<file path="src/rtl/led_string_bit_encoder_pkg.sv">
// Shared types and default timing for the WS2812-class serial line encoder.
package led_string_bit_encoder_pkg;

  localparam int unsigned PIXEL_W    = 24;
  localparam int unsigned DEF_T0H    = 16;
  localparam int unsigned DEF_T1H    = 32;
  localparam int unsigned DEF_TBIT   = 50;
  localparam int unsigned DEF_TRESET = 2400;
  localparam int unsigned DEF_CNT_W  = 12;

  typedef enum logic [1:0] {
    ST_IDLE  = 2'd0,
    ST_HIGH  = 2'd1,
    ST_LOW   = 2'd2,
    ST_LATCH = 2'd3
  } state_t;

endpackage

</file>
<file path="src/rtl/led_string_bit_encoder_if.sv">
// GRB pixel valid/ready stream from the LED controller to the bit encoder.
interface led_string_bit_encoder_if;

  logic [led_string_bit_encoder_pkg::PIXEL_W-1:0] pixel_data;
  logic                                           pixel_last;
  logic                                           pixel_valid;
  logic                                           pixel_ready;

  modport master (output pixel_data, pixel_last, pixel_valid, input pixel_ready);
  modport slave  (input pixel_data, pixel_last, pixel_valid, output pixel_ready);

endinterface

</file>
<file path="src/rtl/led_string_bit_encoder_timer.sv">
// Loadable down-counter shared by the HIGH, LOW and LATCH phases.
// A load of N makes the phase last N cycles; o_expire marks the last one.
module led_pulse_timer #(
  parameter int unsigned CNT_W = 12
) (
  input  logic             i_clk,
  input  logic             i_rst,
  input  logic             i_load,
  input  logic [CNT_W-1:0] i_value,
  output logic             o_expire
);

  logic [CNT_W-1:0] r_cnt;

  always_ff @(posedge i_clk) begin
    if (i_rst) begin
      r_cnt <= '0;
    end else if (i_load) begin
      r_cnt <= i_value - CNT_W'(1);
    end else if (r_cnt != '0) begin
      r_cnt <= r_cnt - CNT_W'(1);
    end
  end

  assign o_expire = (r_cnt == '0);

endmodule

</file>
<file path="src/rtl/led_string_bit_encoder.sv">
// WS2812-class NRZ encoder: 24-bit GRB words in, MSB-first pulse-width waveform on led_o,
// followed by a latch low period and a done pulse at the end of each frame.
module led_string_bit_encoder
  import led_string_bit_encoder_pkg::*;
#(
  parameter int unsigned T0H    = DEF_T0H,
  parameter int unsigned T1H    = DEF_T1H,
  parameter int unsigned TBIT   = DEF_TBIT,
  parameter int unsigned TRESET = DEF_TRESET,
  parameter int unsigned CNT_W  = DEF_CNT_W
) (
  input  logic                     wb_clk_i,
  input  logic                     wb_rst_i,
  led_string_bit_encoder_if.slave  pix,
  output logic                     led_o,
  output logic                     busy_o,
  output logic                     done_o,
  output logic                     underrun_o
);

  if (!((T0H < T1H) && (T1H < TBIT))) begin : g_bad_timing
    $error("led_string_bit_encoder: require T0H < T1H < TBIT");
  end

  localparam logic [CNT_W-1:0] L_T0H = CNT_W'(T0H);
  localparam logic [CNT_W-1:0] L_T1H = CNT_W'(T1H);
  localparam logic [CNT_W-1:0] L_L0  = CNT_W'(TBIT - T0H);
  localparam logic [CNT_W-1:0] L_L1  = CNT_W'(TBIT - T1H);
  localparam logic [CNT_W-1:0] L_RST = CNT_W'(TRESET);

  state_t               r_state, w_next;
  logic [PIXEL_W-1:0]   r_shift;
  logic [4:0]           r_idx;
  logic                 r_last, r_led, r_done, r_underrun;
  logic                 w_ready, w_take, w_load, w_shift, w_done, w_underrun, w_expire;
  logic [CNT_W-1:0]     w_load_val;

  led_pulse_timer #(.CNT_W(CNT_W)) u_timer (
    .i_clk    (wb_clk_i),
    .i_rst    (wb_rst_i),
    .i_load   (w_load),
    .i_value  (w_load_val),
    .o_expire (w_expire)
  );

  always_comb begin
    w_next     = r_state;
    w_ready    = 1'b0;
    w_load     = 1'b0;
    w_load_val = '0;
    w_shift    = 1'b0;
    w_done     = 1'b0;
    w_underrun = 1'b0;
    unique case (r_state)
      ST_IDLE: begin
        w_ready = 1'b1;
        if (pix.pixel_valid) begin
          w_load     = 1'b1;
          w_load_val = pix.pixel_data[PIXEL_W-1] ? L_T1H : L_T0H;
          w_next     = ST_HIGH;
        end
      end
      ST_HIGH: begin
        if (w_expire) begin
          w_load     = 1'b1;
          w_load_val = r_shift[PIXEL_W-1] ? L_L1 : L_L0;
          w_next     = ST_LOW;
        end
      end
      ST_LOW: begin
        if (w_expire) begin
          if (r_idx != '0) begin
            w_shift    = 1'b1;
            w_load     = 1'b1;
            w_load_val = r_shift[PIXEL_W-2] ? L_T1H : L_T0H;
            w_next     = ST_HIGH;
          end else begin
            // Final slot of bit 0: the next pixel may be taken here for a gapless chain.
            w_ready = ~r_last;
            if (!r_last && pix.pixel_valid) begin
              w_load     = 1'b1;
              w_load_val = pix.pixel_data[PIXEL_W-1] ? L_T1H : L_T0H;
              w_next     = ST_HIGH;
            end else begin
              w_load     = 1'b1;
              w_load_val = L_RST;
              w_underrun = ~r_last;
              w_next     = ST_LATCH;
            end
          end
        end
      end
      ST_LATCH: begin
        if (w_expire) begin
          w_done = 1'b1;
          w_next = ST_IDLE;
        end
      end
      default: w_next = ST_IDLE;
    endcase
  end

  assign w_take = w_ready & pix.pixel_valid;

  always_ff @(posedge wb_clk_i) begin
    if (wb_rst_i) begin
      r_state    <= ST_IDLE;
      r_shift    <= '0;
      r_idx      <= '0;
      r_last     <= 1'b0;
      r_led      <= 1'b0;
      r_done     <= 1'b0;
      r_underrun <= 1'b0;
    end else begin
      r_state    <= w_next;
      r_led      <= (w_next == ST_HIGH);
      r_done     <= w_done;
      r_underrun <= w_underrun;
      if (w_take) begin
        r_shift <= pix.pixel_data;
        r_idx   <= 5'(PIXEL_W - 1);
        r_last  <= pix.pixel_last;
      end else if (w_shift) begin
        r_shift <= {r_shift[PIXEL_W-2:0], 1'b0};
        r_idx   <= r_idx - 5'd1;
      end
    end
  end

  assign pix.pixel_ready = w_ready & ~wb_rst_i;
  assign led_o           = r_led;
  assign busy_o          = (r_state != ST_IDLE);
  assign done_o          = r_done;
  assign underrun_o      = r_underrun;

endmodule

</file>
<file path="src/flat_wrapper.sv">
// flat-port wrapper written by rule: the top's interface ports become plain ports
module led_string_bit_encoder_flat import led_string_bit_encoder_pkg::*;
#(
  parameter int unsigned T0H    = DEF_T0H,
  parameter int unsigned T1H    = DEF_T1H,
  parameter int unsigned TBIT   = DEF_TBIT,
  parameter int unsigned TRESET = DEF_TRESET,
  parameter int unsigned CNT_W  = DEF_CNT_W
)
  (wb_clk_i, wb_rst_i, led_o, busy_o, done_o, underrun_o, pix_pixel_data, pix_pixel_last, pix_pixel_valid, pix_pixel_ready);
  led_string_bit_encoder_if pix_i ();
  input  logic wb_clk_i;
  input  logic wb_rst_i;
  output logic led_o;
  output logic busy_o;
  output logic done_o;
  output logic underrun_o;
  input wire logic [$bits(pix_i.pixel_data)-1:0] pix_pixel_data;
  input wire logic [$bits(pix_i.pixel_last)-1:0] pix_pixel_last;
  input wire logic [$bits(pix_i.pixel_valid)-1:0] pix_pixel_valid;
  output wire logic [$bits(pix_i.pixel_ready)-1:0] pix_pixel_ready;
  assign pix_i.pixel_data = pix_pixel_data;
  assign pix_i.pixel_last = pix_pixel_last;
  assign pix_i.pixel_valid = pix_pixel_valid;
  assign pix_pixel_ready = pix_i.pixel_ready;
  led_string_bit_encoder #(.T0H(T0H), .T1H(T1H), .TBIT(TBIT), .TRESET(TRESET), .CNT_W(CNT_W)) u_core (.wb_clk_i(wb_clk_i), .wb_rst_i(wb_rst_i), .pix(pix_i), .led_o(led_o), .busy_o(busy_o), .done_o(done_o), .underrun_o(underrun_o));
endmodule
</file>
<file path="config.mk">
export PLATFORM = sky130hd
export DESIGN_NAME = led_string_bit_encoder_flat
export DESIGN_NICKNAME = d
export VERILOG_FILES = /design/src/rtl/led_string_bit_encoder_pkg.sv /design/src/rtl/led_string_bit_encoder_if.sv /design/src/rtl/led_string_bit_encoder_timer.sv /design/src/rtl/led_string_bit_encoder.sv /design/src/flat_wrapper.sv
export SDC_FILE = /design/constraint.sdc
export NUM_CORES = 1
export LEC_CHECK = 0
export BUFFER_PORTS_ARGS = -buffer_cell sky130_fd_sc_hd__buf_2
export CORE_ASPECT_RATIO = 1.4
export CORE_MARGIN = 2
export CORE_UTILIZATION = 60
export CTS_CLUSTER_SIZE = 12
export DETAILED_ROUTE_END_ITERATION = 6
export GPL_ROUTABILITY_DRIVEN = 0
export PLACE_DENSITY = 0.82
export SLEW_MARGIN = 10
export SYNTH_ARGS = -nofsm -noshare
export SYNTH_HDL_FRONTEND = slang
export SYNTH_SLANG_ARGS = --single-unit
export TNS_END_PERCENT = 50
</file>
<file path="constraint.sdc">
create_clock -name wb_clk_i -period 7.1 [get_ports wb_clk_i]
set_clock_uncertainty 0.05 [all_clocks]
set_input_delay 0.71 -clock wb_clk_i [delete_from_list [all_inputs] [get_ports wb_clk_i]]
set_output_delay 0.71 -clock wb_clk_i [all_outputs]
set_load 0.05 [all_outputs]
</file>
==> results of run 1 <==
worst paths after layout:
| path | cells after the start | to | start |
|---|---|---|---|
| min | 2 | u_core.r_shift[0] | u_core.r_shift[0] |
| min reg2reg | 2 | u_core.r_shift[0] | u_core.r_shift[0] |
| max | 10 | u_core.u_timer.r_cnt[6] | u_core.u_timer.r_cnt[8] |
| max reg2reg | 10 | u_core.u_timer.r_cnt[6] | u_core.u_timer.r_cnt[8] |
power by group:
part	switching (mW)	internal [mW]	total (mW)
clock	0.0862	0.0886	0.175
combinational	0.172	0.110	0.282
sequential	0.0328	0.307	0.340
total	0.291	0.506	0.796
registers in the layout, indices dropped and copies added (netlist names):
| name | flops |
|---|---|
| u_core.r_idx | 5 |
| u_core.r_state | 2 |
| u_core.done_o | 1 |
| u_core.led_o | 1 |
| u_core.u_timer.r_cnt | 12 |
| u_core.r_last | 1 |
| u_core.underrun_o | 1 |
| u_core.r_shift | 24 |
placed cells by master (no fill, tap or decap), drive strengths merged, types with 3 or more instances in the layout:
master  count
nand3       3
nand3b      3
o21ai       7
a211oi     25
or4         3
nor4        3
nand2b      4
nor2       49
mux2i      24
a31oi       3
buf        34
xnor2       4
xor2        4
and3        3
inv         9
ha          7
nand2      17
nor3        8
dfxtp      47
clkbuf      7
a21oi      16
routing by layer:
metal  global-route usage (%)  up-vias  part of all wire (%)
li1                         -     1097                     -
met1                     27.0      997                    44
met2                     39.9       35                    51
met3                     4.83        7                   3.6
met4                     9.77        0                   1.4
met5                        0        -                     0
kinds of logic after synthesis:
logic type               Yosys count
AO/OA/AOI/OAI                     71
XOR/XNOR                           8
adder cells (fa/ha/maj)            7
buffers and inverters             31
flip-flops                        47
multiplexers                      25
AND/OR/NAND/NOR                  105
worst max-delay path, cell delays in order, from the launching register on:
cell,delay (ns)
dfxtp_1,0.35
or4_1,0.67
o41ai_4,0.87
and3_1,0.28
a21oi_1,0.05
ha_1,0.32
nand2_1,0.13
nor2_1,0.06
a31o_2,0.27
and3_1,0.15
nor3_1,0.17
area by class of cell:
type,count,area [µm²],area share [%]
flip-flops and latches,47,941,34.2
inverters,9,33.8,1.23
well taps,43,53.8,1.96
multi-input cells,216,1440,52.5
clock buffers,7,96.3,3.50
clock inverters,1,7.51,0.273
repair buffers,34,175,6.37
through the flow:
stage | worst slack [ns] | std cells | utilization, % | hold slack (ns) | power, mW
floorplan | 4.02 | 294 | - | 0.404 | 0.572
global placement | 3.80 | 349 | 66.4 | 0.424 | 0.617
detailed placement | 3.74 | 349 | 66.4 | 0.428 | 0.623
global route | 3.48 | 357 | 69.0 | 0.474 | 0.844
finish | 3.66 | 357 | 69.0 | 0.441 | 0.796
CTS | 3.68 | 357 | 69.0 | 0.445 | 0.799
==> flow_summary.ini, run 1 <==
[logic_synthesis]
seq_area_frac_synth_pct = 37.4
syn_nets = 329
synth_common_cells = nor2_1, dfxtp_1, a211oi_1
synth_top_area_share_pct = 37.4
syn_area_mm2 = 0.00252
synth-simple-area-share_pct = 20.5
ys_seq_elements = 47
syn_avg_cell_area_um2 = 8.57
synthTopCellsByArea = dfxtp_1, mux2i_1, a211oi_1, nor2_1, ha_1
synth_edf_count = 0
synth-xor-area-share_pct = 2.78
syn_inst = 294
synth_fa_ha_area_share_pct = 3.48
muxShareOfSynthArea_pct = 9.99
ys_async_sr_fraction_pct = 0
synth_top_family_by_area = simple AND/OR/NAND/NOR gates
synth_cell_type_count = 53
yosysTopAreaCell = dfxtp_1
synth_compound_area_share_pct = 20.5
ys.flop_type = dfxtp_1
yosys.cell_count.top_type = nor2_1
yosysWarnings = 0

[clocking]
cts_buffers = 5
htree_levels = 2
cts.clk_slew.worst_paths_ns = 0.09
numClockSinks = 47
cts_resized = 0
clockRootBuffer = clkbuf_8
cts_tree = yes
worstSkewPairLatency_ns = 0.30
clock_path_buffers = 2
hold_buffers = 0
cts_setup_buffers = 0

[sta]
slew_headroom_pct = 43.0
tightest_slew_ns = 0.852
max_freq_mhz = 291
totalNegativeSetupSlack_ns = 0
slew_viol_final = 0
period_share_pct = 48.4
setup_viol = 0
rsz0062_at_grt = no
hold_violations = 0
min_period_ns = 3.44

[grt]
grt_util_all_layers_pct = 23.1
grt_max_degree = 52
grt_pass1_wl_um = 8590
antenna_found_initial = 0
grt_pass1_vias = 2041
grt-ovfl-total = 0

[routing]
routed_wl_um = 4970
vias = 2136
ant_nets = 0
firstDrtPassIters = 4
vias_per_cell = 5.98
drcViolationCount = 0
wl_per_cell_um = 13.9
drtIter0Drc = 95

[flow_run]
drv_cap = 0

[worst_setup_path]
end_kind = flip-flop
r2r_slack_ns = 3.66
start_kind = flip-flop
crit_required_ns = 7.27
cp_max_fo = 17
critical_path_class = reg -> reg
critPathArrivalTime_ns = 3.61

[floorplanning]
die_h_um = 80.7
initial_core_util_pct = 63.2
die_x_um = 58.8
rows = 27
core_area_mm2 = 0.00399
die_area_mm2 = 0.00474
pin_count = 33

[cells_and_area]
area_growth_pct = 9.19
stdcell_area_mm2 = 0.00275
layout-drive-gt1-share_pct = 16.6
finalNetCount = 348
antenna_cells = 0
nFillCells = 331

[placement]
dpl.hpwl_um = 3360
portBuffers = 32
place_area_mm2 = 0.00265

[power]
powerDensity_mw_per_mm2 = 290
ir_drop_mv = 0.188
p_leak_nw = 1.06

[worst_hold_path]
min_path_type = reg -> reg

[outcome]
status = completed
Power figures use the tool's default switching activity.
==> run 2: changes to the inputs <==
- CORE_UTILIZATION: 60 -> 57
- PLACE_DENSITY: 0.82 -> 0.79
- clock period: 7.1 -> 3.3 ns (I/O delays scaled with it)
==> flow_summary.ini, run 2 (synthesis gave the netlist of run 1 again) <==
[routing]
ant_nets = 0
wl_per_cell_um = 13.3
firstDrtPassIters = 4
routed_wl_um = 5050
drtIter0Drc = 100
drcViolationCount = 0
vias_per_cell = 5.68
vias = 2151

[grt]
antenna_found_initial = 0
grt_util_all_layers_pct = 22.2
grt-ovfl-total = 0
grt_max_degree = 41
grt_pass1_wl_um = 8390
grt_pass1_vias = 1927

[placement]
dp_slack_ns = 0.428
place_area_mm2 = 0.00271
dpl.hpwl_um = 3610
portBuffers = 32

[sta]
totalNegativeSetupSlack_ns = 0
min_period_ns = 2.88
hold_slack_ns = 0.208
tightest_slew_ns = 0.450
max_freq_mhz = 347
final.setup.worst_slack_ns = 0.418
slew_viol_final = 0
rsz0062_at_grt = no
hold_violations = 0
setup_viol = 0
slew_headroom_pct = 70.0
period_share_pct = 87.3

[cells_and_area]
largest_register_ffs = 24
layout_common_cells = nor2_1, dfxtp_1, buf_2
area_growth_pct = 11.8
final_common_cell = nor2_1
largest_register = u_core.r_shift
largestRegisters = u_core.r_shift (24), u_core.u_timer.r_cnt (12), u_core.r_idx (5)
antenna_cells = 0
layout-drive-gt1-share_pct = 17.6
stdcell_area_mm2 = 0.00282
finalNetCount = 354

[flow_run]
drv_cap = 0

[worst_setup_path]
end_kind = flip-flop
critPathArrivalTime_ns = 3.06
crit_required_ns = 3.47
critical_path_class = reg -> reg
start_kind = flip-flop
cp_max_fo = 7

[power]
ir_drop_mv = 0.327
total_power_mw = 1.75
powerDensity_mw_per_mm2 = 621
p_leak_nw = 1.10

[clocking]
cts_setup_buffers = 0
numClockSinks = 47
htree_levels = 2
cts_tree = yes
cts_resized = 0
worstSkewPairLatency_ns = 0.30
hold_buffers = 0
cts.clk_slew.worst_paths_ns = 0.08
cts_buffers = 5
clock_path_buffers = 2
clockRootBuffer = clkbuf_8

[floorplanning]
die_area_mm2 = 0.00497
rows = 28
pin_count = 33
die_x_um = 60.2
initial_core_util_pct = 59.4
die_h_um = 82.7
core_area_mm2 = 0.00424

[outcome]
status = completed

[worst_hold_path]
min_path_type = in -> reg
-- run 2: changes by cell type in the layout (fill, tap and decap cells not counted), sizes merged --
cell	previous run	this run
buf	34	40
bufinv	0	1
clkbuf	7	6
clkinvlp	1	0
-- run 2: report_power, final --
group / total (mW) / leakage (nW) / switching (mW) / internal [mW]
Clock: 0.400 / 0.0513 / 0.179 / 0.222
Sequential: 0.734 / 0.389 / 0.0731 / 0.661
Combinational: 0.615 / 0.655 / 0.363 / 0.252
-- run 2: worst paths after layout --
path	cells past startpoint	slack, ns	startpoint	end
worst max-delay path	9	0.42	u_core.u_timer.r_cnt[0]	u_core.u_timer.r_cnt[8]
worst min-delay path	3	0.21	pix_pixel_data[0]	u_core.r_shift[0]
worst max register to register	9	0.42	u_core.u_timer.r_cnt[0]	u_core.u_timer.r_cnt[8]
worst min register to register	2	0.44	u_core.r_shift[0]	u_core.r_shift[0]
-- run 2: metrics by stage --
stage,utilization (%),std cells
after floorplan,-,294
after global placement,64.0,372
after detailed placement,64.0,372
after CTS,66.4,379
after global routing,66.4,379
final,66.4,379
-- run 2: critical path, stage by stage (launching register included) --
cell,delay [ns]
dfxtp_1,0.35
or4_1,0.69
o41a_1,0.55
a21oi_1,0.19
ha_1,0.18
buf_4,0.15
nor3b_1,0.18
nand2_1,0.09
xor2_1,0.16
a211oi_1,0.21
-- run 2: per-layer routing --
metal | share of wire, % | vias up | GRT usage, %
met5 | 0 | - | 0
met4 | 3.0 | 0 | 11.3
met3 | 4.1 | 15 | 4.21
met2 | 50 | 48 | 38.5
met1 | 43 | 986 | 25.3
li1 | - | 1102 | -
-- run 2: final cells by class --
type | instances | area (µm²)
Multi-Input combinational cell | 216 | 1440
Clock buffer | 6 | 72.6
Fill cell | 376 | 1420
Tap cell | 60 | 75.1
Inverter | 9 | 33.8
Sequential cell | 47 | 941
Clock inverter | 1 | 30.0
Timing Repair Buffer | 40 | 220
==> run 3: changes to the inputs <==
- SETUP_SLACK_MARGIN: not set -> 0.5
==> flow_summary.ini, run 3 (synthesis gave the netlist of run 1 again) <==
[cells_and_area]
largest_register = u_core.r_shift
nFillCells = 377
largest_register_ffs = 24
largestRegisters = u_core.r_shift (24), u_core.u_timer.r_cnt (12), u_core.r_idx (5)
final_common_cell = nor2_1
finalNetCount = 351
antenna_cells = 0
area_growth_pct = 13.0
layout_common_cells = nor2_1, dfxtp_1, buf_2
finalNonFillerCells = 376
layout-drive-gt1-share_pct = 20.6

[sta]
slew_viol_final = 0
totalNegativeSetupSlack_ns = 0
setup_viol = 0
rsz0062_at_grt = yes
min_period_ns = 2.76
tightest_slew_ns = 0.743
slew_headroom_pct = 50.5
hold_violations = 0
max_freq_mhz = 362
hold_slack_ns = 0.230
period_share_pct = 83.8

[clocking]
cts_setup_buffers = 0
clockRootBuffer = clkbuf_8
cts_resized = 4
worstSkewPairLatency_ns = 0.29
cts.clk_slew.worst_paths_ns = 0.09
hold_buffers = 0
cts_buffers = 5
numClockSinks = 47
clock_path_buffers = 2
cts_tree = yes
htree_levels = 2

[grt]
grt_pass1_wl_um = 9010
antenna_found_initial = 0
grt-ovfl-total = 0
grt_util_all_layers_pct = 23.3
grt_max_degree = 42
grt_pass1_vias = 2122

[floorplanning]
die_area_mm2 = 0.00497
rows = 28
core_area_mm2 = 0.00424
pin_count = 33
die_x_um = 60.2
initial_core_util_pct = 59.4
die_h_um = 82.7

[worst_setup_path]
path_delay_family = simple AND/OR/NAND/NOR gates
cp_slowest_cell = or4_4
crit_start = u_core.u_timer.r_cnt[3]
crit_chain = or4_4 -> o41a_1 -> a21oi_2 -> ha_4 -> nand2_4 -> nor2_2 -> a31oi_1 -> or3_1 -> a21oi_1
cp_max_fo = 8
critPathMaxStageDelay_ns = 0.60
critical_path_class = reg -> reg
cp_num_buf_inv = 0
start_kind = flip-flop
critPathArrivalTime_ns = 2.94
crit_required_ns = 3.47
end_kind = flip-flop
reg2reg_from = u_core.u_timer.r_cnt[3]

[placement]
dpl.hpwl_um = 3590
dp_cells = 369
portBuffers = 32

[routing]
met1_length_um = 2190
wl_per_cell_um = 13.7
drcViolationCount = 0
vias = 2149
drtIter0Drc = 151
routed-wl-met2_um = 2670
routed_wl_um = 5140
firstDrtPassIters = 4
met3_length_um = 195
vias_per_cell = 5.72
ant_nets = 0
top_layer_used = met4

[flow_run]
drv_cap = 0

[power]
p_int_mw = 1.11
pwr-share-comb_pct = 37.7
p_sw_mw = 0.643
seqPwrFrac_pct = 42.3
powerDensity_mw_per_mm2 = 615
clockPowerShare_pct = 20.0
ir_drop_mv = 0.406
p_leak_nw = 1.09
p_sw_share_pct = 36.7

[worst_hold_path]
min_path_type = in -> reg
hold_start = pix_pixel_data[0]

[outcome]
status = completed
[run 3: cell types whose count changed in the layout (fill, tap and decap cells not counted), moves of 2 or more]
| cell | before | now |
|---|---|---|
| buf_4 | 8 | 3 |
| nand2_1 | 17 | 15 |
| or4_4 | 0 | 3 |
| or4_1 | 3 | 0 |
[run 3: per-layer routing]
layer | global-route usage [%] | vias to the layer above
li1 | - | 1098
met1 | 25.9 | 994
met2 | 42.8 | 46
met3 | 4.36 | 11
met4 | 9.11 | 0
met5 | 0 | -
[run 3: path summary, 6_finish.rpt]
check | endpoint | slack (ns) | cells after the start
max reg2reg | u_core.u_timer.r_cnt[10] | 0.54 | 9
max | u_core.u_timer.r_cnt[10] | 0.54 | 9
min | u_core.r_shift[0] | 0.23 | 3
min reg2reg | u_core.r_shift[0] | 0.45 | 2
[run 3: worst register-to-register path, delay by kind of cell (launching register included)]
kind | cells | cell delay, ns
adder cells (fa/ha/maj) | 1 | 0.21
flip-flops | 1 | 0.35
AND/OR/NAND/NOR | 4 | 1.15
AO/OA/AOI/OAI | 4 | 0.93
[run 3: layout make-up]
class	count	area, µm²	share of cell area, %
sequential	47	942	33.1
inverter	9	33.8	1.19
multi-input combinational	216	1490	52.5
clock inverter	1	5.00	0.176
clock buffer	6	82.6	2.90
tap	60	75.1	2.64
timing repair buffer	37	214	7.52
[run 3: power by group through the flow]
stage               Clock, mW  Sequential, mW  Combinational (mW)
floorplan                   0           0.735               0.532
global placement            0           0.743               0.612
detailed placement          0           0.749               0.625
CTS                     0.360           0.739               0.655
global route            0.377           0.754               0.725
finish                  0.350           0.741               0.659
[run 3: through the flow]
stage | total power [mW] | utilization (%) | area [µm²] | setup WS (ns)
after CTS | 1.76 | 66.9 | 2830 | 0.532
after global placement | 1.36 | 64.3 | 2730 | 0.472
after global routing | 1.86 | 67.1 | 2850 | 0.417
after detailed placement | 1.37 | 64.3 | 2730 | 0.385
final | 1.75 | 67.1 | 2850 | 0.535
after floorplan | 1.27 | - | 2570 | 0.369
